$ cat src/rtl/control_cmd_dumpframe_pkg.sv
// Shared framebuffer geometry, address type and address-walk helpers used by
// both the frame-load and frame-dump commands.
package control_cmd_dumpframe_pkg;

    localparam int PIXEL_WIDTH     = 4;
    localparam int PIXEL_HEIGHT    = 3;
    localparam int BYTES_PER_PIXEL = 3;

    localparam int ROW_W = (PIXEL_HEIGHT > 1)    ? $clog2(PIXEL_HEIGHT)    : 1;
    localparam int COL_W = (PIXEL_WIDTH > 1)     ? $clog2(PIXEL_WIDTH)     : 1;
    localparam int PIX_W = (BYTES_PER_PIXEL > 1) ? $clog2(BYTES_PER_PIXEL) : 1;

    localparam int TOTAL_FB_BYTES = PIXEL_WIDTH * PIXEL_HEIGHT * BYTES_PER_PIXEL;
    localparam int BYTE_CNT_W     = $clog2(TOTAL_FB_BYTES + 1);

    typedef struct packed {
        logic [ROW_W-1:0] row;
        logic [COL_W-1:0] col;
        logic [PIX_W-1:0] pixel;
    } fb_addr_t;

    typedef enum logic [1:0] {
        ST_IDLE,
        ST_ISSUE,
        ST_DRAIN,
        ST_DONE
    } dump_state_t;

    // First address of a frame walk: row 0, col 0, highest byte of the pixel.
    function automatic fb_addr_t fb_addr_first();
        fb_addr_t a;
        a       = '0;
        a.pixel = PIX_W'(BYTES_PER_PIXEL - 1);
        return a;
    endfunction

    // Next address: pixel bytes descend innermost, then columns, then rows.
    function automatic fb_addr_t fb_addr_next(input fb_addr_t a);
        fb_addr_t n;
        n = a;
        if (a.pixel != '0) begin
            n.pixel = a.pixel - PIX_W'(1);
        end else begin
            n.pixel = PIX_W'(BYTES_PER_PIXEL - 1);
            if (a.col != COL_W'(PIXEL_WIDTH - 1)) begin
                n.col = a.col + COL_W'(1);
            end else begin
                n.col = '0;
                n.row = (a.row != ROW_W'(PIXEL_HEIGHT - 1)) ? a.row + ROW_W'(1) : '0;
            end
        end
        return n;
    endfunction

endpackage

$ cat src/rtl/control_cmd_dumpframe_fifo.sv
// First-word-fall-through synchronous FIFO with occupancy count and flush;
// used as the skid buffer between framebuffer read data and the transmitter.
module sync_fifo_fwft #(
    parameter int WIDTH = 8,
    parameter int DEPTH = 4
) (
    input  logic                       clk,
    input  logic                       reset,
    input  logic                       flush,
    input  logic                       push,
    input  logic [WIDTH-1:0]           push_data,
    input  logic                       pop,
    output logic [WIDTH-1:0]           head,
    output logic                       empty,
    output logic [$clog2(DEPTH+1)-1:0] count
);
    localparam int PTR_W = (DEPTH > 1) ? $clog2(DEPTH) : 1;
    localparam int CNT_W = $clog2(DEPTH + 1);

    logic [WIDTH-1:0] mem [DEPTH];
    logic [PTR_W-1:0] wr_ptr_reg;
    logic [PTR_W-1:0] rd_ptr_reg;
    logic [CNT_W-1:0] count_reg;
    logic             full;
    logic             do_push;
    logic             do_pop;

    assign empty   = (count_reg == '0);
    assign full    = (count_reg == CNT_W'(DEPTH));
    assign do_pop  = pop && !empty;
    assign do_push = push && (!full || do_pop);
    assign head    = mem[rd_ptr_reg];
    assign count   = count_reg;

    // Pointer and occupancy bookkeeping; flush discards everything held.
    always_ff @(posedge clk or negedge reset) begin
        if (!reset) begin
            wr_ptr_reg <= '0;
            rd_ptr_reg <= '0;
            count_reg  <= '0;
        end else if (flush) begin
            wr_ptr_reg <= '0;
            rd_ptr_reg <= '0;
            count_reg  <= '0;
        end else begin
            if (do_push) wr_ptr_reg <= wr_ptr_reg + PTR_W'(1);
            if (do_pop)  rd_ptr_reg <= rd_ptr_reg + PTR_W'(1);
            count_reg <= count_reg + CNT_W'(do_push) - CNT_W'(do_pop);
        end
    end

    // Storage write; contents need no reset because count gates visibility.
    always_ff @(posedge clk) begin
        if (do_push && !flush) mem[wr_ptr_reg] <= push_data;
    end

    // Upstream credit accounting must make a push into a full FIFO impossible.
    always_ff @(posedge clk) begin
        if (reset && !flush) assert (!(push && full && !pop));
    end

endmodule

$ cat src/rtl/control_cmd_dumpframe.sv
// Frame dump command: walks the whole framebuffer in load order and streams
// each byte to the transmitter, issuing reads only against FIFO credit.
module control_cmd_dumpframe
    import control_cmd_dumpframe_pkg::*;
#(
    parameter int READ_LATENCY = 1,
    parameter int BUF_DEPTH    = 4
) (
    input  logic       clk,
    input  logic       reset,
    input  logic       start,
    input  logic       abort,
    output fb_addr_t   addr,
    output logic       ram_read_enable,
    input  logic [7:0] ram_data_in,
    output logic [7:0] tx_data,
    output logic       tx_valid,
    input  logic       tx_ready,
    output logic       busy,
    output logic       done
);
    localparam int CNT_W = $clog2(BUF_DEPTH + 1);

    dump_state_t             state_reg;
    dump_state_t             state_next;
    fb_addr_t                addr_reg;
    logic [BYTE_CNT_W-1:0]   issue_count_reg;
    logic [CNT_W-1:0]        in_flight_reg;
    logic [READ_LATENCY-1:0] valid_pipe_reg;
    logic [READ_LATENCY:0]   valid_pipe_shift;
    logic [CNT_W-1:0]        fifo_count;
    logic                    fifo_empty;
    logic [7:0]              fifo_head;
    logic                    cancel;
    logic                    accept_start;
    logic                    credit_ok;
    logic                    issue;
    logic                    last_issue;
    logic                    push;
    logic                    pop;
    logic                    drain_done;

    assign cancel       = abort && (state_reg != ST_IDLE);
    assign accept_start = (state_reg == ST_IDLE) && start && !abort;
    // Outstanding reads plus buffered bytes must leave room for one more.
    assign credit_ok    = ({1'b0, fifo_count} + {1'b0, in_flight_reg}) < (CNT_W + 1)'(BUF_DEPTH);
    assign issue        = (state_reg == ST_ISSUE) && !abort && credit_ok;
    assign last_issue   = (issue_count_reg == BYTE_CNT_W'(TOTAL_FB_BYTES - 1));
    assign push         = valid_pipe_reg[READ_LATENCY-1];
    assign pop          = tx_valid && tx_ready;
    // Finish in the cycle the last byte leaves so done follows it directly.
    assign drain_done   = (in_flight_reg == '0) &&
                          (fifo_empty || ((fifo_count == CNT_W'(1)) && pop));
    assign valid_pipe_shift = {valid_pipe_reg, issue};

    assign addr            = addr_reg;
    assign ram_read_enable = issue;
    assign tx_valid        = !fifo_empty;
    assign tx_data         = tx_valid ? fifo_head : 8'h00;
    assign busy            = (state_reg == ST_ISSUE) || (state_reg == ST_DRAIN);
    assign done            = (state_reg == ST_DONE);

    // State register.
    always_ff @(posedge clk or negedge reset) begin
        if (!reset) state_reg <= ST_IDLE;
        else        state_reg <= state_next;
    end

    // Next-state decode: abort beats everything, including a same-cycle start.
    always_comb begin
        state_next = state_reg;
        case (state_reg)
            ST_IDLE:  if (accept_start) state_next = ST_ISSUE;
            ST_ISSUE: begin
                if (cancel)                   state_next = ST_IDLE;
                else if (issue && last_issue) state_next = ST_DRAIN;
            end
            ST_DRAIN: begin
                if (cancel)          state_next = ST_IDLE;
                else if (drain_done) state_next = ST_DONE;
            end
            ST_DONE:  state_next = ST_IDLE;
            default:  state_next = ST_IDLE;
        endcase
    end

    // Address walk, issue count and outstanding-read count.
    always_ff @(posedge clk or negedge reset) begin
        if (!reset) begin
            addr_reg        <= '0;
            issue_count_reg <= '0;
            in_flight_reg   <= '0;
            valid_pipe_reg  <= '0;
        end else if (cancel) begin
            in_flight_reg  <= '0;
            valid_pipe_reg <= '0;
        end else begin
            if (accept_start) begin
                addr_reg        <= fb_addr_first();
                issue_count_reg <= '0;
            end else if (issue) begin
                issue_count_reg <= issue_count_reg + BYTE_CNT_W'(1);
                if (!last_issue) addr_reg <= fb_addr_next(addr_reg);
            end
            in_flight_reg  <= in_flight_reg + CNT_W'(issue) - CNT_W'(push);
            valid_pipe_reg <= valid_pipe_shift[READ_LATENCY-1:0];
        end
    end

    sync_fifo_fwft #(
        .WIDTH (8),
        .DEPTH (BUF_DEPTH)
    ) u_skid (
        .clk       (clk),
        .reset     (reset),
        .flush     (cancel),
        .push      (push),
        .push_data (ram_data_in),
        .pop       (pop),
        .head      (fifo_head),
        .empty     (fifo_empty),
        .count     (fifo_count)
    );

endmodule

$ cat config.mk
export PLATFORM = sky130hd
export DESIGN_NAME = control_cmd_dumpframe
export DESIGN_NICKNAME = d
export VERILOG_FILES = /design/src/rtl/control_cmd_dumpframe_pkg.sv /design/src/rtl/control_cmd_dumpframe_fifo.sv /design/src/rtl/control_cmd_dumpframe.sv
export SDC_FILE = /design/constraint.sdc
export NUM_CORES = 1
export LEC_CHECK = 0
export CORE_UTILIZATION = 56
export DETAILED_ROUTE_END_ITERATION = 8
export GPL_ROUTABILITY_DRIVEN = 0
export HOLD_SLACK_MARGIN = 0.08
export PLACE_DENSITY = 0.81
export REMOVE_ABC_BUFFERS = 1
export SLEW_MARGIN = 20
export SYNTH_ARGS = -nofsm -noshare
export SYNTH_HDL_FRONTEND = slang
export SYNTH_SLANG_ARGS = --single-unit
export TNS_END_PERCENT = 50
$ cat constraint.sdc
create_clock -name clk -period 3.5 [get_ports clk]
set_input_delay 0.7 -clock clk [delete_from_list [all_inputs] [get_ports clk]]
set_output_delay 0.7 -clock clk [all_outputs]
set_load 0.01 [all_outputs]
==> out/qor.txt <==
HP Class -> flip-flop to flip-flop
CP Cell Sequence -> clkdlybuf4s50_1 -> nor4_1 -> nand3_1 -> inv_1 -> clkdlybuf4s50_1
Antenna violations before repair -> 0
Initial core utilization -> 0.585
Setup TNS -> 0 ns
Finished Layout Cells -> 320
Final hold violation count -> 0
CP most frequent cell -> clkdlybuf4s50_1
Mapped Avg Cell Area -> 13.2 µm²
Setup violations, final -> 0
Tot Pwr -> 2.58 mW
Post-CTS Resized -> 0
Synth unique cells -> 40
Hold Buf Count CTS -> 0
Internal Pwr Total -> 1.70 mW
Vias in the first global route -> 1651
Post-DRT Antenna Nets -> 0
Power Dens Cells -> 768 nW/µm²
Yosys Warn Count -> 0
Post-CTS Setup Repair Bufs -> 0
Via count -> 1718
Detailed-route wire length -> 4730 µm
Max-cap check violation count -> 0
Syn-to-layout area delta -> 20.6%
First-pass GRT wire length -> 7710 µm
DR pass1 iterations -> 5
Crit path largest cell delay -> 0.57 ns
Core area -> 4750 µm²
# fillers -> 339
Crit path kind -> input pin to output port
Required time worst endpoint -> 2.80 ns
Clk_lat worst skew -> 0.34 ns
Synth Instances -> 211
Number of synthesized flops with an enable pin -> 32
Clk_skew -> 0.00481 ns
Worst-Margin Slew -> 0.694 ns
Die Area -> 5250 µm²
Vias per inst -> 5.37
Clock-pin slew on the worst setup and hold paths -> 0.07 ns
PortBufs -> 30
Asr flop ratio synth -> 0.439
Clk buf depth -> 2
Top-Level Pins -> 31
Post-synth top flop -> edfxtp_1
Synth top cells by count -> edfxtp_1, dfrtp_1, ha_1
IR Drop Worst-Case VDD -> 450 µV
Dpl cells -> 304
Area leader, netlist -> edfxtp_1
Clock sink count -> 57
Number of CTS-inserted buffers -> 9
CP startpoint kind -> input pin
Clock group share of total power -> 0.236
Synthesized cell area -> 2780 µm²
Fin crit share -> 0.899
ANT cells -> 0
Flops & latches, synth -> 57
Max Fclk -> 318 MHz
H-Tree Depth -> 3
RSZ-0062 raised after global routing -> no
Fin crit period -> 3.15 ns
Final #Nets -> 282
DP HPWL -> 3230 µm
Post-synthesis sequential area ratio -> 0.570
TritonCTS clock tree -> built
Die Height -> 72.5 µm
Slew Limit Fails -> 0
All-layer global routing usage -> 0.201
Drc violations -> 0
Die Width -> 72.5 µm
Iteration-0 DRC Markers -> 100
Critical Path Sink Type -> output port
Max FO, Critical Path -> 7
Most common cell in the netlist -> edfxtp_1
Leakage -> 1.33 nW
Synth top area share -> 0.345
Sw Share -> 0.342
Gr ovfl total -> 0
Pin count of the biggest net entering global routing -> 26
CTS root buf -> clkbuf_8
Status -> complete, no violations
Slew HR -> 0.536
Synth area leaders -> edfxtp_1, dfrtp_1, ha_1
Sequential power share -> 0.378
CP max-delay cell -> clkdlybuf4s50_1
Net switching power -> 0.881 mW
Arrival time at the worst endpoint -> 2.45 ns
Drt wl/cell -> 14.8 µm
Cell row count -> 25
Layout cells sized above 1 -> 0.123
Comb pwr share -> 0.386
Number of flip-flops in the largest register -> 32
final cells by class:
class / count / area, µm² / area share
inverters: 16 / 60.1 / 0.0179
well taps: 67 / 83.8 / 0.0250
clock inverters: 7 / 70.1 / 0.0209
clock buffers: 9 / 124 / 0.0369
multi-input cells: 131 / 1110 / 0.330
flip-flops and latches: 57 / 1590 / 0.473
repair buffers: 33 / 323 / 0.0963
power by group through the flow:
| stage | registers [mW] | logic (mW) | clock network (mW) |
|---|---|---|---|
| floorplan | 0.958 | 0.650 | 0 |
| global placement | 0.983 | 0.970 | 0 |
| detailed placement | 0.988 | 0.998 | 0 |
| CTS | 0.975 | 1.00 | 0.614 |
| global route | 0.995 | 1.11 | 0.643 |
| finish | 0.974 | 0.993 | 0.609 |
kinds of logic (layout without fill, tap and decap cells):
logic type,after synthesis,after routing,synth area share
and+or+nand+nor,65,65,0.134
adders and majority gates,21,21,0.0999
xor gates and xnor gates,9,9,0.0283
AOI/OAI and AO/OA,25,25,0.0585
DFF,57,57,0.570
buffers and inverters,23,65,0.0319
muxes,11,11,0.0774
placed cells by master (no fill, tap or decap), drive strengths merged, types with 4 or more instances in the layout:
cell,n
mux4,8
and3,5
dfrtp,25
nand3,4
nand2,9
xnor2,7
edfxtp,32
o21ai,8
or3,4
a21oi,8
clkbuf,9
ha,19
inv,17
nor2,15
clkdlybuf4s50,30
and2,11
critical path: cells and delay by family:
kind | cells | cell delay (ns)
AND/OR/NAND/NOR | 2 | 0.50
buffers and inverters | 3 | 1.25
metal layers:
layer  GRT usage  share of wire  vias up
met3      0.0681          0.043        7
met4      0.0697          0.011        0
met2       0.306           0.47       35
li1            -              -      842
met5           0              0        -
met1       0.273           0.48      834
through the flow:
step / util / hold WS (ns) / worst slack [ns] / area [µm²]
2_1_floorplan: - / 0.404 / 0.872 / 2750
3_3_place_gp: 0.664 / 0.533 / 0.462 / 3160
3_5_place_dp: 0.664 / 0.555 / 0.373 / 3160
4_1_cts: 0.705 / 0.563 / 0.363 / 3350
5_1_grt: 0.705 / 0.594 / 0.208 / 3350
6_report: 0.705 / 0.554 / 0.355 / 3350
final timing paths:
| kind | endpoint | slack [ns] | cells after the start | from |
|---|---|---|---|---|
| setup / recovery | ram_read_enable | 0.35 | 5 | abort |
| hold / removal | addr[3] | 0.55 | 2 | addr[3] |
| setup reg to reg | in_flight_reg[2] | 0.90 | 10 | in_flight_reg[2] |
| hold reg to reg | addr[3] | 0.55 | 2 | addr[3] |
| max in group asynchronous | addr[4] | 2.53 | 2 | reset |
| min in group asynchronous | state_reg[1] | 0.72 | 2 | reset |
No activity file was read; power rests on OpenSTA's default activity.
